$ cat src/rtl/freq_meter.sv
// freq_meter
//   Counts rising edges of an asynchronous input over a fixed gate window
//   timed from clkin, and reports the count once per window. Windows run
//   back to back while enable is high. The edge count saturates at its
//   maximum value, and overflow records that saturation.
//
// Ports
//   clkin        in   system clock, all logic on posedge
//   rst_n        in   asynchronous active-low reset
//   sigin        in   signal to measure, asynchronous to clkin
//   enable       in   1 = measure continuously, 0 = stop/abort
//   count        out  rising edges seen in the last completed window
//   count_valid  out  one-cycle pulse when count is updated
//   overflow     out  last completed window saturated the counter
//   busy         out  1 while measuring
module freq_meter #(
    parameter int unsigned F_OSC   = 25175000,
    parameter int unsigned GATE_HZ = 10,
    parameter int unsigned CNT_W   = 24
) (
    input  logic             clkin,
    input  logic             rst_n,
    input  logic             sigin,
    input  logic             enable,
    output logic [CNT_W-1:0] count,
    output logic             count_valid,
    output logic             overflow,
    output logic             busy
);

    localparam int unsigned      GATE_CYC = F_OSC / GATE_HZ;
    localparam int unsigned      GC_W     = (GATE_CYC < 2) ? 1 : $clog2(GATE_CYC);
    localparam logic [GC_W-1:0]  GC_LAST  = GC_W'(GATE_CYC - 1);
    localparam logic [CNT_W-1:0] CNT_MAX  = '1;

    if (GATE_CYC < 2) begin : g_gate_check
        $error("freq_meter: gate length F_OSC/GATE_HZ must be at least 2");
    end

    typedef enum logic {
        IDLE,
        MEASURE
    } state_t;

    state_t           r_state;
    state_t           w_state_next;
    logic             r_s1;
    logic             r_s2;
    logic             r_s3;
    logic             w_edge;
    logic [GC_W-1:0]  r_gc;
    logic [CNT_W-1:0] r_ec;
    logic             r_ovf_acc;
    logic             w_run;
    logic             w_win_end;
    logic [CNT_W:0]   w_sum;

    // Sync chain resets to 1 so a sigin held high through reset release
    // does not look like a fresh rising edge.
    always_ff @(posedge clkin or negedge rst_n) begin
        if (!rst_n) begin
            r_s1 <= 1'b1;
            r_s2 <= 1'b1;
            r_s3 <= 1'b1;
        end else begin
            r_s1 <= sigin;
            r_s2 <= r_s1;
            r_s3 <= r_s2;
        end
    end

    assign w_edge = r_s2 & ~r_s3;

    always_ff @(posedge clkin or negedge rst_n) begin
        if (!rst_n) begin
            r_state <= IDLE;
        end else begin
            r_state <= w_state_next;
        end
    end

    always_comb begin
        w_state_next = r_state;
        case (r_state)
            IDLE:    if (enable)  w_state_next = MEASURE;
            MEASURE: if (!enable) w_state_next = IDLE;
            default: w_state_next = IDLE;
        endcase
    end

    assign w_run     = (r_state == MEASURE) && enable;
    assign w_win_end = w_run && (r_gc == GC_LAST);
    // Carry out of this add marks saturation caused by the closing edge.
    assign w_sum     = {1'b0, r_ec} + {{CNT_W{1'b0}}, w_edge};
    assign busy      = (r_state == MEASURE);

    always_ff @(posedge clkin or negedge rst_n) begin
        if (!rst_n) begin
            r_gc        <= '0;
            r_ec        <= '0;
            r_ovf_acc   <= 1'b0;
            count       <= '0;
            overflow    <= 1'b0;
            count_valid <= 1'b0;
        end else begin
            count_valid <= 1'b0;
            if (w_win_end) begin
                // Edge in the last gate cycle belongs to the closing window.
                count       <= w_sum[CNT_W] ? CNT_MAX : w_sum[CNT_W-1:0];
                overflow    <= r_ovf_acc | w_sum[CNT_W];
                count_valid <= 1'b1;
                r_gc        <= '0;
                r_ec        <= '0;
                r_ovf_acc   <= 1'b0;
            end else if (w_run) begin
                r_gc <= r_gc + GC_W'(1);
                if (w_edge) begin
                    if (r_ec == CNT_MAX) begin
                        r_ovf_acc <= 1'b1;
                    end else begin
                        r_ec <= r_ec + CNT_W'(1);
                    end
                end
            end else begin
                // Idle, or aborting: any partial window is discarded.
                r_gc      <= '0;
                r_ec      <= '0;
                r_ovf_acc <= 1'b0;
            end
        end
    end

endmodule

$ cat config.mk
export PLATFORM = sky130hd
export DESIGN_NAME = freq_meter
export DESIGN_NICKNAME = d
export VERILOG_FILES = /design/src/rtl/freq_meter.sv
export SDC_FILE = /design/constraint.sdc
export NUM_CORES = 1
export LEC_CHECK = 0
export CAP_MARGIN = 20
export CORE_MARGIN = 2
export CORE_UTILIZATION = 55
export CTS_CLUSTER_DIAMETER = 40
export DETAILED_ROUTE_END_ITERATION = 10
export PLACE_DENSITY_LB_ADDON = 0.25
export SLEW_MARGIN = 20
export SYNTH_ARGS = -nofsm -noshare
export SYNTH_HDL_FRONTEND = slang
export SYNTH_SLANG_ARGS = --single-unit
$ cat constraint.sdc
create_clock -name clkin -period 2.45 [get_ports clkin]
set_input_delay 0.49 -clock clkin [delete_from_list [all_inputs] [get_ports clkin]]
set_output_delay 0.49 -clock clkin [all_outputs]
set_load 0.005 [all_outputs]
* After elaboration in Yosys (flattened, before gate mapping)
Index checks and enable logic that the tools add are counted.
** Cells by class
- $add $sub $neg :: 3
- Eq/ne operators :: 5
- Multiplexer cells :: 13
- Bitwise logic cells :: 3
- Reductions and logical operators :: 4
** Operators with widths (count)
- $mux 24 :: 5
- $mux 22 :: 2
- $add 24x1->25 :: 1
- $add 24x1->24 const B :: 1
- $eq 24x24->1 const B :: 1
- $add 22x1->22 const B :: 1
- $eq 22x22->1 const B :: 1
- $mux 1 :: 6
- $reduce_and 2->1 :: 2
- $ne 3x1->1 const B :: 1
- $ne 3x2->1 const B :: 1
- $ne 3x3->1 const B :: 1
- $logic_and 1x1->1 :: 2
- $and 1x1->1 :: 1
- $not 1->1 :: 1
- $or 1x1->1 :: 1
** Word-level totals
- Flip-flop bits (word level) :: 77
- Input bits :: 4
- Output and inout port bits :: 27
- Logic and storage cells :: 38

* Depth between registers and ports, before layout
Gate-level depths: netlist of run 1.
- Depth in word-level cells :: 5
- Depth in mapped cells :: 10
- Mapped depth without buffers :: 9

* Least setup slack after synthesis of run 1
No wires, ideal clock.
- Path kind :: flip-flop to flip-flop
- Start :: register r_s2
- End :: register count[12]
- Setup time :: 0.125 ns
- Arrival time :: 2.110 ns
- Data required time :: 2.325 ns
- Path slack :: 0.216 ns
- Cell stages (with the launch flop) :: 11
- Buffers on the path :: 1
- Period minus slack after synthesis :: 2.234 ns
- Cells stage by stage :: dfstp_2 -> nand2b_4 -> inv_1 -> ha_1 -> ha_1 -> nand3_1 -> or2_2 -> clkbuf_1 -> nor2_1 -> a41oi_1 -> mux2_2
** On the way
- Longest elaborated chain between the ends :: 3
** RTL lines
- start, declared :: RTL line 48 : logic r_s2;
- start signal, assigned :: RTL line 67 : r_s2 <= r_s1;
- $and 1x1->1 :: RTL line 72 : assign w_edge = r_s2 & ~r_s3;
- $add 24x1->25 :: RTL line 94 : assign w_sum = {1'b0, r_ec} + {{CNT_W{1'b0}}, w_edge};
- $mux 24 :: RTL line 109 : count <= w_sum[CNT_W] ? CNT_MAX : w_sum[CNT_W-1:0];
- end signal, assigned :: RTL line 109
- end, declared :: RTL line 25 : output logic [CNT_W-1:0] count,
No other way between the ends.
A chain may end at the register's enable or synchronous reset.

* Worst setup path after layout of run 1
Ends and elaborated chain as after synthesis.

==> results of run 1 <==
-- layout make-up --
cell class | instances | area (µm²)
clock inverters | 5 | 60.1
repair buffers | 38 | 395
multi-input cells | 315 | 1930
flip-flops and latches | 77 | 1930
well taps | 99 | 124
inverters | 4 | 15.0
fillers | 600 | 2580
clock buffers | 11 | 141
-- state kept, by name, summed over array words and instances, names as in the netlist --
name	count
overflow	1
r_s3	1
busy	1
r_s2	1
r_ec	24
r_s1	1
r_gc	22
count_valid	1
r_ovf_acc	1
count	24
-- per-layer routing --
| layer | track usage (%) | up-vias | routed length (µm) |
|---|---|---|---|
| li1 | - | 1528 | - |
| met1 | 30.8 | 1494 | 3760 |
| met2 | 38.0 | 73 | 4110 |
| met3 | 3.05 | 16 | 341 |
| met4 | 8.68 | 0 | 151 |
| met5 | 0 | - | 0 |
-- final timing paths --
path                             from   endpoint  slack [ns]  cells past startpoint
worst max-delay path             r_s2  count[12]        0.18                      9
worst min-delay path            rst_n   r_ec[16]        0.05                      1
worst max register to register   r_s2  count[12]        0.18                      9
worst min register to register   r_s1       r_s2        0.36                      0
max in group asynchronous       rst_n       r_s3        1.76                      2
min in group clkin               r_s1       r_s2        0.36                      0
-- logic make-up after synthesis --
family / after synthesis
compound gates: 58
xor+xnor: 48
fa+ha+maj: 4
buf+inv: 32
flops: 77
mux: 4
simple gates: 201
-- synth_stat cells (2+ instances only) --
library cell,number,share of area [%]
o21ai_1,2,0.25
and4_1,5,1.1
nand4_1,21,3.3
nor3_1,18,2.2
a21oi_1,23,2.9
clkbuf_1,7,0.66
inv_1,4,0.37
buf_2,17,2.1
nor4_2,3,0.94
or4_1,4,0.75
dfstp_2,3,2.0
a211oi_1,7,1.3
and3_1,2,0.31
xnor2_1,35,7.6
or2_2,2,0.31
mux2i_1,3,0.75
nor2_2,2,0.31
a21o_1,2,0.37
o21ai_0,9,1.1
a31oi_1,10,1.6
nand3_1,9,1.1
o31ai_1,3,0.56
dfrtp_1,74,46
nor4b_1,4,0.87
nor2_1,81,7.6
nor4_1,2,0.31
ha_1,4,1.2
and2_1,3,0.47
nand4_2,2,0.62
xor2_1,13,2.8
nand2_1,23,2.2
buf_4,3,0.56
or3_1,10,1.6
-- worst register-to-register path: cells and delay by family (launching register included) --
kind	cells	cell delay, ns
AND/OR/NAND/NOR	4	0.63
flip-flops	1	0.56
buffers and inverters	1	0.12
adder cells (fa/ha/maj)	2	0.40
AO/OA/AOI/OAI	1	0.15
multiplexers	1	0.31
-- report_power, final --
part           switching [mW]  leakage, nW  internal (mW)
logic                  0.0457        0.587         0.0193
clock network           0.473       0.0995          0.500
registers             0.00443         1.06           1.28
total                   0.523         1.75           1.80
-- stage by stage --
| step | TNS (ns) | utilization [%] | std cells | instance area [µm²] | setup WS [ns] |
|---|---|---|---|---|---|
| floorplan | 0 | - | 424 | 4010 | 0.216 |
| global placement | 0 | 61.2 | 533 | 4390 | 0.196 |
| detailed placement | 0 | 61.2 | 533 | 4390 | 0.0840 |
| CTS | 0 | 64.0 | 549 | 4590 | 0.0811 |
| global route | -0.00221 | 64.1 | 549 | 4600 | -0.00221 |
| finish | 0 | 64.1 | 549 | 4600 | 0.184 |
==> reports/qor.yml, run 1 <==
status:
  status: "finished, final reports clean"
worst_setup_path:
  path_max_fanout: 7
  slowest_delay_ns: 0.56
  cpLargestDelayFamily: "simple AND/OR/NAND/NOR gates"
  path_cells: "nand2b_4 > inv_1 > ha_1 > ha_1 > nand3_2 > or2_4 > nor2_1 > a41oi_1 > mux2_2"
  cp_slowest_cell: "dfstp_2"
  crit_type: "flip-flop to flip-flop"
  cp.required_ns: 2.70
  critPathBufInv: 1
  startpoint_type: "flip-flop"
  crit_path_end_kind: "flip-flop"
  path_common_cell: "ha_1"
  crit_arrival_ns: 2.51
logic_synthesis:
  synth_compound_area_share_pct: 8.45
  synthesis.nets: 432
  syn_avg_cell_area_um2: 9.46
  synth_area_um2: 4010
  yosysWarnings: 0
  synth_simple_gate_area_share_pct: 26.7
  synth_edf_count: 0
  synth_ff_type: "dfrtp_1"
  ys_types: 47
  synth-xor-area-share_pct: 10.5
  synthAdderAreaFrac_pct: 1.25
  synth_top_family_by_area: "simple AND/OR/NAND/NOR gates"
  synth_seq_cells: 77
  async_flop_share_pct: 100
  syn-instance-count: 424
  ys_seq_area_share_pct: 48.1
  synthMuxAreaShare_pct: 1.03
clocking:
  h-tree-depth: 3
  ctsResizeCount: 0
  post_cts_buffers: 0
  clockBufferDepth: 2
  postCtsHoldBufs: 0
  cts_buffers: 9
  cts-root-buf: "clkbuf_8"
  clk_latency_ns: 0.36
  clock_sinks: 77
  clkTransAtPathRegs_ns: 0.08
  cts_tree: "built"
job:
  cap_violations: 0
sta:
  finalSetupViolCount: 0
  hold_ws_ns: 0.0491
  slew_viol_final: 0
  worst_pin_slew_ns: 0.615
  period_share_pct: 92.5
  relSlewSlack_pct: 58.7
  hold_viol: 0
  fin_crit_ns: 2.27
  fmax_mhz: 441
  worst_clock_skew_ns: 0.0101
detailed_routing:
  firstDrtPassIters: 4
  routed_wl_mm: 8.36
  vias: 3111
  drc_errors: 0
  final_antenna_net_count: 0
  vias_per_cell: 5.67
  wire_per_inst_um: 15.2
  drt_iter0_drc: 200
finish:
  final_common_cell: "nor2_1"
  nets: 453
  insertedDiodeCount: 0
  syn2layout_area_growth_pct: 14.7
  drive_above_1_share_pct: 10.2
  final_cell_mix: "nor2_1, dfrtp_1, xnor2_1"
floorplan:
  die_w_um: 89.4
  die_h_um: 89.4
  ios: 31
  start_util_pct: 55.9
  row_count: 31
  dieArea_um2: 7990
  core_um2: 7180
place:
  gp_congestion: 0.844
  hpwl_mm: 5.89
  portBuffers: 30
global_route:
  grt_max_degree: 50
  antenna_found_initial: 0
  grt_pass1_wl_mm: 14.2
  grt_overflow_total: 0
  grt_util_all_layers_pct: 22.9
  first_global_vias: 3033
power:
  power.leakage_nw: 1.75
  power.density_nw_per_um2: 504
  peakVddDrop_uv: 367
  power_mw: 2.32
min_path:
  hp-class: "input pin to asynchronous set/reset pin"
Power figures use the tool's default switching activity.
==> run 2: changes to the inputs <==
ABC_AREA = 1   (was unset)
CAP_MARGIN = unset   (was 20)
==> run 2 against run 1 <==
Net effect: flip-flop and latch count unchanged; final cell count up 48%; design area increased by 16%; core utilization up 0.64 points; setup slack gained 0.050 ns; fmax grew 2.3%; total power is 11% higher; clock power up 23%; highest routed layer unchanged.
==> reports/qor.yml, run 2 <==
clocking:
  post_cts_buffers: 0  # unchanged
  ctsResizeCount: 0  # unchanged
  clkTransAtPathRegs_ns: 0.08  # about the same
  cts-root-buf: "clkbuf_8"
  postCtsHoldBufs: 0  # unchanged
  clockBufferDepth: 2  # unchanged
  clock_sinks: 77  # unchanged
  clk_latency_ns: 0.36  # about the same
  cts_buffers: 9  # unchanged
  cts_tree: "built"
  h-tree-depth: 3  # unchanged
logic_synthesis:
  yosysTopAreaCell: "dfrtp_1"
  synth_ff_type: "dfrtp_1"
  synthMuxAreaShare_pct: 0  # -1.0 points
  yosysMostFrequentCell: "nand2_1"
  synth_compound_area_share_pct: 2.88  # -5.6 points
  synth_top_family_by_area: "simple AND/OR/NAND/NOR gates"
  yosysTopAreaCellShare_pct: 39.8  # -6.3 points
  synth_common_cells: "nand2_1, nor2_1, dfrtp_1, inv_1, nand3_1"
  syn_avg_cell_area_um2: 6.97  # -26%
  ys_seq_area_share_pct: 41.5  # -6.6 points
  syn-instance-count: 667  # +57%
  async_flop_share_pct: 100  # unchanged
  synth_edf_count: 0  # unchanged
  ys_top_cells_by_area: "dfrtp_1, nand2_1, nor2_1"
  synthesis.nets: 675  # +56%
  synth_area_um2: 4650  # +16%
  ys_types: 35  # -26%
  synth-xor-area-share_pct: 4.71  # -5.8 points
  synth_simple_gate_area_share_pct: 41.7  # +15 points
  synth_seq_cells: 77  # unchanged
  yosysWarnings: 0  # unchanged
  synthAdderAreaFrac_pct: 1.08  # -0.17 points
floorplan:
  row_count: 33  # +6.5%
  ios: 31  # unchanged
  die_w_um: 95.9  # +7.3%
  core_um2: 8220  # +15%
  start_util_pct: 56.6  # +0.67 points
  dieArea_um2: 9200  # +15%
  die_h_um: 95.9  # +7.3%
status:
  status: "finished, final reports clean"
sta:
  hold_viol: 0  # unchanged
  hold_ws_ns: 0.114  # +0.0652 ns
  worst_clock_skew_ns: 0.00962  # -0.000445 ns
  fin_crit_ns: 2.22  # -0.0503 ns
  finalSetupViolCount: 0  # unchanged
  slew_viol_final: 0  # unchanged
  period_share_pct: 90.4  # -2.1 points
  worst_pin_slew_ns: 0.559  # -0.0562 ns
  rsz0062_at_grt: "no"
  fmax_mhz: 451  # +2.3%
  relSlewSlack_pct: 62.7  # +4.1 points
  tns_ns: 0  # unchanged
worst_setup_path:
  crit_type: "flip-flop to flip-flop"
  endpoint: "count[7]"
  crit_arrival_ns: 2.49  # -0.02 ns
  reg2reg_from: "r_s2"
  crit_path_end_kind: "flip-flop"
  path_max_fanout: 13  # +6
  rr_endpoint: "count[7]"
  crit_path_start: "r_s2"
  ff2ff_setup_slack_ns: 0.23  # +0.05 ns
  rr_worst_depth: 11  # +2
  cp.required_ns: 2.72  # +0.02 ns
  startpoint_type: "flip-flop"
finish:
  nets: 709  # +57%
  ff_latch_area_um2: 1930  # unchanged
  drive_above_1_share_pct: 6.66  # -3.6 points
  reg_top3: "count x24, r_ec x24, r_gc x22"
  insertedDiodeCount: 0  # unchanged
  syn2layout_area_growth_pct: 14.4
  final_common_cell: "nand2_1"
  multi_input_area_um2: 2350  # +21%
  final_cell_mix: "nand2_1, nor2_1, dfrtp_1"
  final_util_pct: 64.7  # +0.64 points
  fillers: 741  # +24%
detailed_routing:
  firstDrtPassIters: 5  # +1
  routed_wl_mm: 12.1  # +45%
  drt_iter0_drc: 268  # +34%
  vias: 4316  # +39%
  vias_per_cell: 5.32  # -6.1%
  final_antenna_net_count: 0  # unchanged
  drc_errors: 0  # unchanged
  wire_per_inst_um: 15.0  # -1.7%
place:
  hpwl_mm: 9.03  # +53%
  gp_congestion: 0.949  # +12%
  portBuffers: 30  # unchanged
job:
  cap_violations: 0  # unchanged
global_route:
  grt_max_degree: 44  # -12%
  grt_overflow_total: 0  # unchanged
  first_global_vias: 4085  # +35%
  grt_util_all_layers_pct: 28.6  # +5.6 points
  grt_pass1_wl_mm: 19.8  # +40%
  antenna_found_initial: 0  # unchanged
min_path:
  hp-class: "input pin to asynchronous set/reset pin"
power:
  power.density_nw_per_um2: 483  # -4.2%
  peakVddDrop_uv: 260  # -29%
  power.leakage_nw: 2.50  # +43%
==> run 2: through the flow <==
stage	cells	area (µm²)	total power, mW	worst slack (ns)
after global placement	795	5070	1.40	0.282
after detailed placement	795	5070	1.40	0.216
after CTS	811	5320	2.60	0.233
after floorplan	667	4660	1.34	0.0767
after global routing	811	5320	2.67	0.00377
final	811	5320	2.57	0.234
==> run 2: worst max-delay path, cell delays in order, from the launching register on <==
cell and delay, ns:
dfstp_2 0.54, inv_1 0.06, nor2_4 0.08, ha_1 0.21
ha_1 0.22, inv_1 0.09, nor2_2 0.18, nand2_2 0.13
nor3_4 0.22, buf_4 0.21, nor2_1 0.06, o21ai_1 0.13
==> run 2: how the worst min path moves through the flow <==
stage          startpoint  slack (ns)       end
4_1_cts             rst_n        0.13  count[5]
3_5_place_dp         r_s2        0.37      r_s3
3_3_place_gp         r_s2        0.36      r_s3
6_report            rst_n        0.11  count[5]
5_1_grt             rst_n        0.15  count[5]
2_1_floorplan       rst_n        0.19      busy
==> run 2: metal layers <==
| metal | global-route usage, % | up-vias | share of wire, % |
|---|---|---|---|
| met5 | 0 | - | 0 |
| met1 | 34.0 | 1982 | 41 |
| met4 | 12.9 | 0 | 2.6 |
| li1 | - | 2160 | - |
| met2 | 50.8 | 148 | 52 |
| met3 | 4.31 | 26 | 4.7 |
==> run 2: area by class of cell <==
class	instances	share of cell area, %
Tap cell	105	2.47
Timing Repair Buffer	38	6.96
Sequential cell	77	36.3
Clock inverter	4	1.79
Multi-Input combinational cell	499	44.2
Inverter	76	5.41
Clock buffer	12	2.92
==> run 2: report_power, final <==
group          leakage [nW]  internal [mW]  total, mW  switching [mW]
Sequential             1.06           1.28       1.28         0.00439
Clock                 0.127          0.732       1.20           0.470
Combinational          1.32         0.0215     0.0881          0.0665
==> run 2: cell families after synthesis <==
logic type / Yosys count
xor+xnor: 25
buf+inv: 91
compound gates: 25
flops: 77
simple gates: 445
fa+ha+maj: 4
==> run 3: changes to the inputs <==
CORE_UTILIZATION = 30   (was 55)
==> run 3 against run 2 <==
Net effect: first-iteration DRC count decreased by 0.75%; flip-flop and latch count unchanged; non-clock buffer count rose by 3; setup slack lost 0.019 ns; clock power grew 13%; design area rose by 3.5%; final cell count up 10%; total power increased by 6.2%; global-route usage down 12 points; core utilization decreased by 28 points; largest cell class unchanged; largest power group is now the clock network.
==> reports/qor.yml, run 3 (same netlist as run 2, synthesis figures left out) <==
clocking:
  clock_sinks: 77  # unchanged
  clockBufferDepth: 2  # unchanged
  cts_tree: "built"
  h-tree-depth: 3  # unchanged
  post_cts_buffers: 0  # unchanged
  cts_buffers: 9  # unchanged
  postCtsHoldBufs: 0  # unchanged
  clkTransAtPathRegs_ns: 0.06  # -0.02 ns
  ctsResizeCount: 0  # unchanged
  cts-root-buf: "clkbuf_16"
  clk_latency_ns: 0.35  # about the same
detailed_routing:
  vias_per_cell: 4.75  # -11%
  drt_iter0_drc: 266  # -0.75%
  wire_per_inst_um: 13.8  # -7.7%
  vias: 4253  # -1.5%
  firstDrtPassIters: 4  # -1
  routed_wl_mm: 12.4  # +1.9%
  final_antenna_net_count: 0  # unchanged
  drc_errors: 0  # unchanged
worst_setup_path:
  path_common_cell: "nand2_1"
  path_cells: "inv_1 > nor2_4 > ha_1 > nand3_1 > inv_1 > nand2_1 > nor2_1 > xor2_1 > nand2_1 > nand2_1 > nand2_1"
  slowest_delay_ns: 0.52  # -0.02 ns
  crit_path_end_kind: "flip-flop"
  startpoint_type: "flip-flop"
  cp.required_ns: 2.69  # -0.03 ns
  crit_arrival_ns: 2.47  # -0.02 ns
  crit_type: "flip-flop to flip-flop"
  path_max_fanout: 4  # -9
  cp_slowest_cell: "dfstp_2"
place:
  portBuffers: 30  # unchanged
  hpwl_mm: 9.31  # +3.0%
  gp_congestion: 0.962  # +1.3%
global_route:
  grt_util_all_layers_pct: 16.3  # -12 points
  grt_pass1_wl_mm: 21.1  # +6.8%
  antenna_found_initial: 0  # unchanged
  grt_overflow_total: 0  # unchanged
  grt_max_degree: 36  # -18%
  first_global_vias: 4146  # +1.5%
min_path:
  hp-class: "input pin to asynchronous set/reset pin"
finish:
  nets: 712  # +0.42%
  syn2layout_area_growth_pct: 18.4
  multi_input_area_um2: 2350  # +0.21%
  drive_above_1_share_pct: 7.34  # +0.69 points
  insertedDiodeCount: 0  # unchanged
  final_common_cell: "nand2_1"
  reg_top3: "count x24, r_ec x24, r_gc x22"
  ff_latch_area_um2: 1930  # unchanged
  fillers: 1585  # +110%
  final_cell_mix: "nand2_1, nor2_1, dfrtp_1"
sta:
  relSlewSlack_pct: 70.3  # +7.5 points
  period_share_pct: 91.2  # +0.78 points
  worst_pin_slew_ns: 0.444  # -0.115 ns
  tns_ns: 0  # unchanged
  rsz0062_at_grt: "no"
  fmax_mhz: 448  # -0.85%
  hold_viol: 0  # unchanged
  slew_viol_final: 0  # unchanged
  worst_clock_skew_ns: 0.00947  # -0.000150 ns
  fin_crit_ns: 2.23  # +0.0191 ns
  finalSetupViolCount: 0  # unchanged
  hold_ws_ns: 0.0782  # -0.0361 ns
floorplan:
  ios: 31  # unchanged
  core_um2: 15100  # +84%
  start_util_pct: 30.7  # -26 points
  row_count: 45  # +36%
  dieArea_um2: 16500  # +79%
  die_h_um: 128  # +34%
  die_w_um: 128  # +34%
power:
  peakVddDrop_uv: 306  # +17%
  power.density_nw_per_um2: 496  # +2.6%
  power.leakage_nw: 2.53  # +1.2%
job:
  cap_violations: 0  # unchanged
status:
  status: "finished, final reports clean"
## run 3: final timing paths
check | startpoint | endpoint | slack, ns | cells past startpoint
setup / recovery | r_s2 | count[15] | 0.22 | 11
hold / removal | rst_n | r_ec[8] | 0.08 | 1
max in group asynchronous | rst_n | busy | 1.75 | 2
setup reg to reg | r_s2 | count[15] | 0.22 | 11
min in group clkin | r_s2 | r_s3 | 0.36 | 0
hold reg to reg | r_s2 | r_s3 | 0.36 | 0
## run 3: power breakdown
group	internal [mW]	switching [mW]
clock	0.814	0.539
combinational	0.0247	0.0688
sequential	1.28	0.00409
## run 3: per-layer routing
layer	global-route usage, %	vias to the layer above	wire, µm
li1	-	2167	-
met1	20.3	1959	5490
met2	27.6	104	5990
met3	4.07	23	540
met4	5.49	0	335
met5	0	-	0
## run 3: worst max-delay path, delay by kind of cell (launching register included)
kind	cells	cell delay [ns]
buffers and inverters	2	0.24
flip-flops	1	0.52
adder cells (fa/ha/maj)	1	0.22
AND/OR/NAND/NOR	7	0.91
XOR/XNOR	1	0.24
## run 3: layout make-up
type                            count  area share [%]
Clock buffer                       10            4.34
Clock inverter                      5            1.09
Sequential cell                    77            35.1
Tap cell                          188            4.27
Multi-Input combinational cell    499            42.8
Timing Repair Buffer               41            7.21
Inverter                           76            5.23
## run 3: stage by stage
stage | utilization (%) | worst slack (ns) | area [µm²] | instances | power, mW
2_1_floorplan | - | 0.0767 | 4660 | 667 | 1.34
3_3_place_gp | 34.3 | 0.218 | 5190 | 881 | 1.40
3_5_place_dp | 34.3 | 0.200 | 5190 | 881 | 1.40
4_1_cts | 36.3 | 0.183 | 5490 | 896 | 2.77
5_1_grt | 36.3 | 0.0297 | 5500 | 896 | 2.84
6_report | 36.3 | 0.215 | 5500 | 896 | 2.73
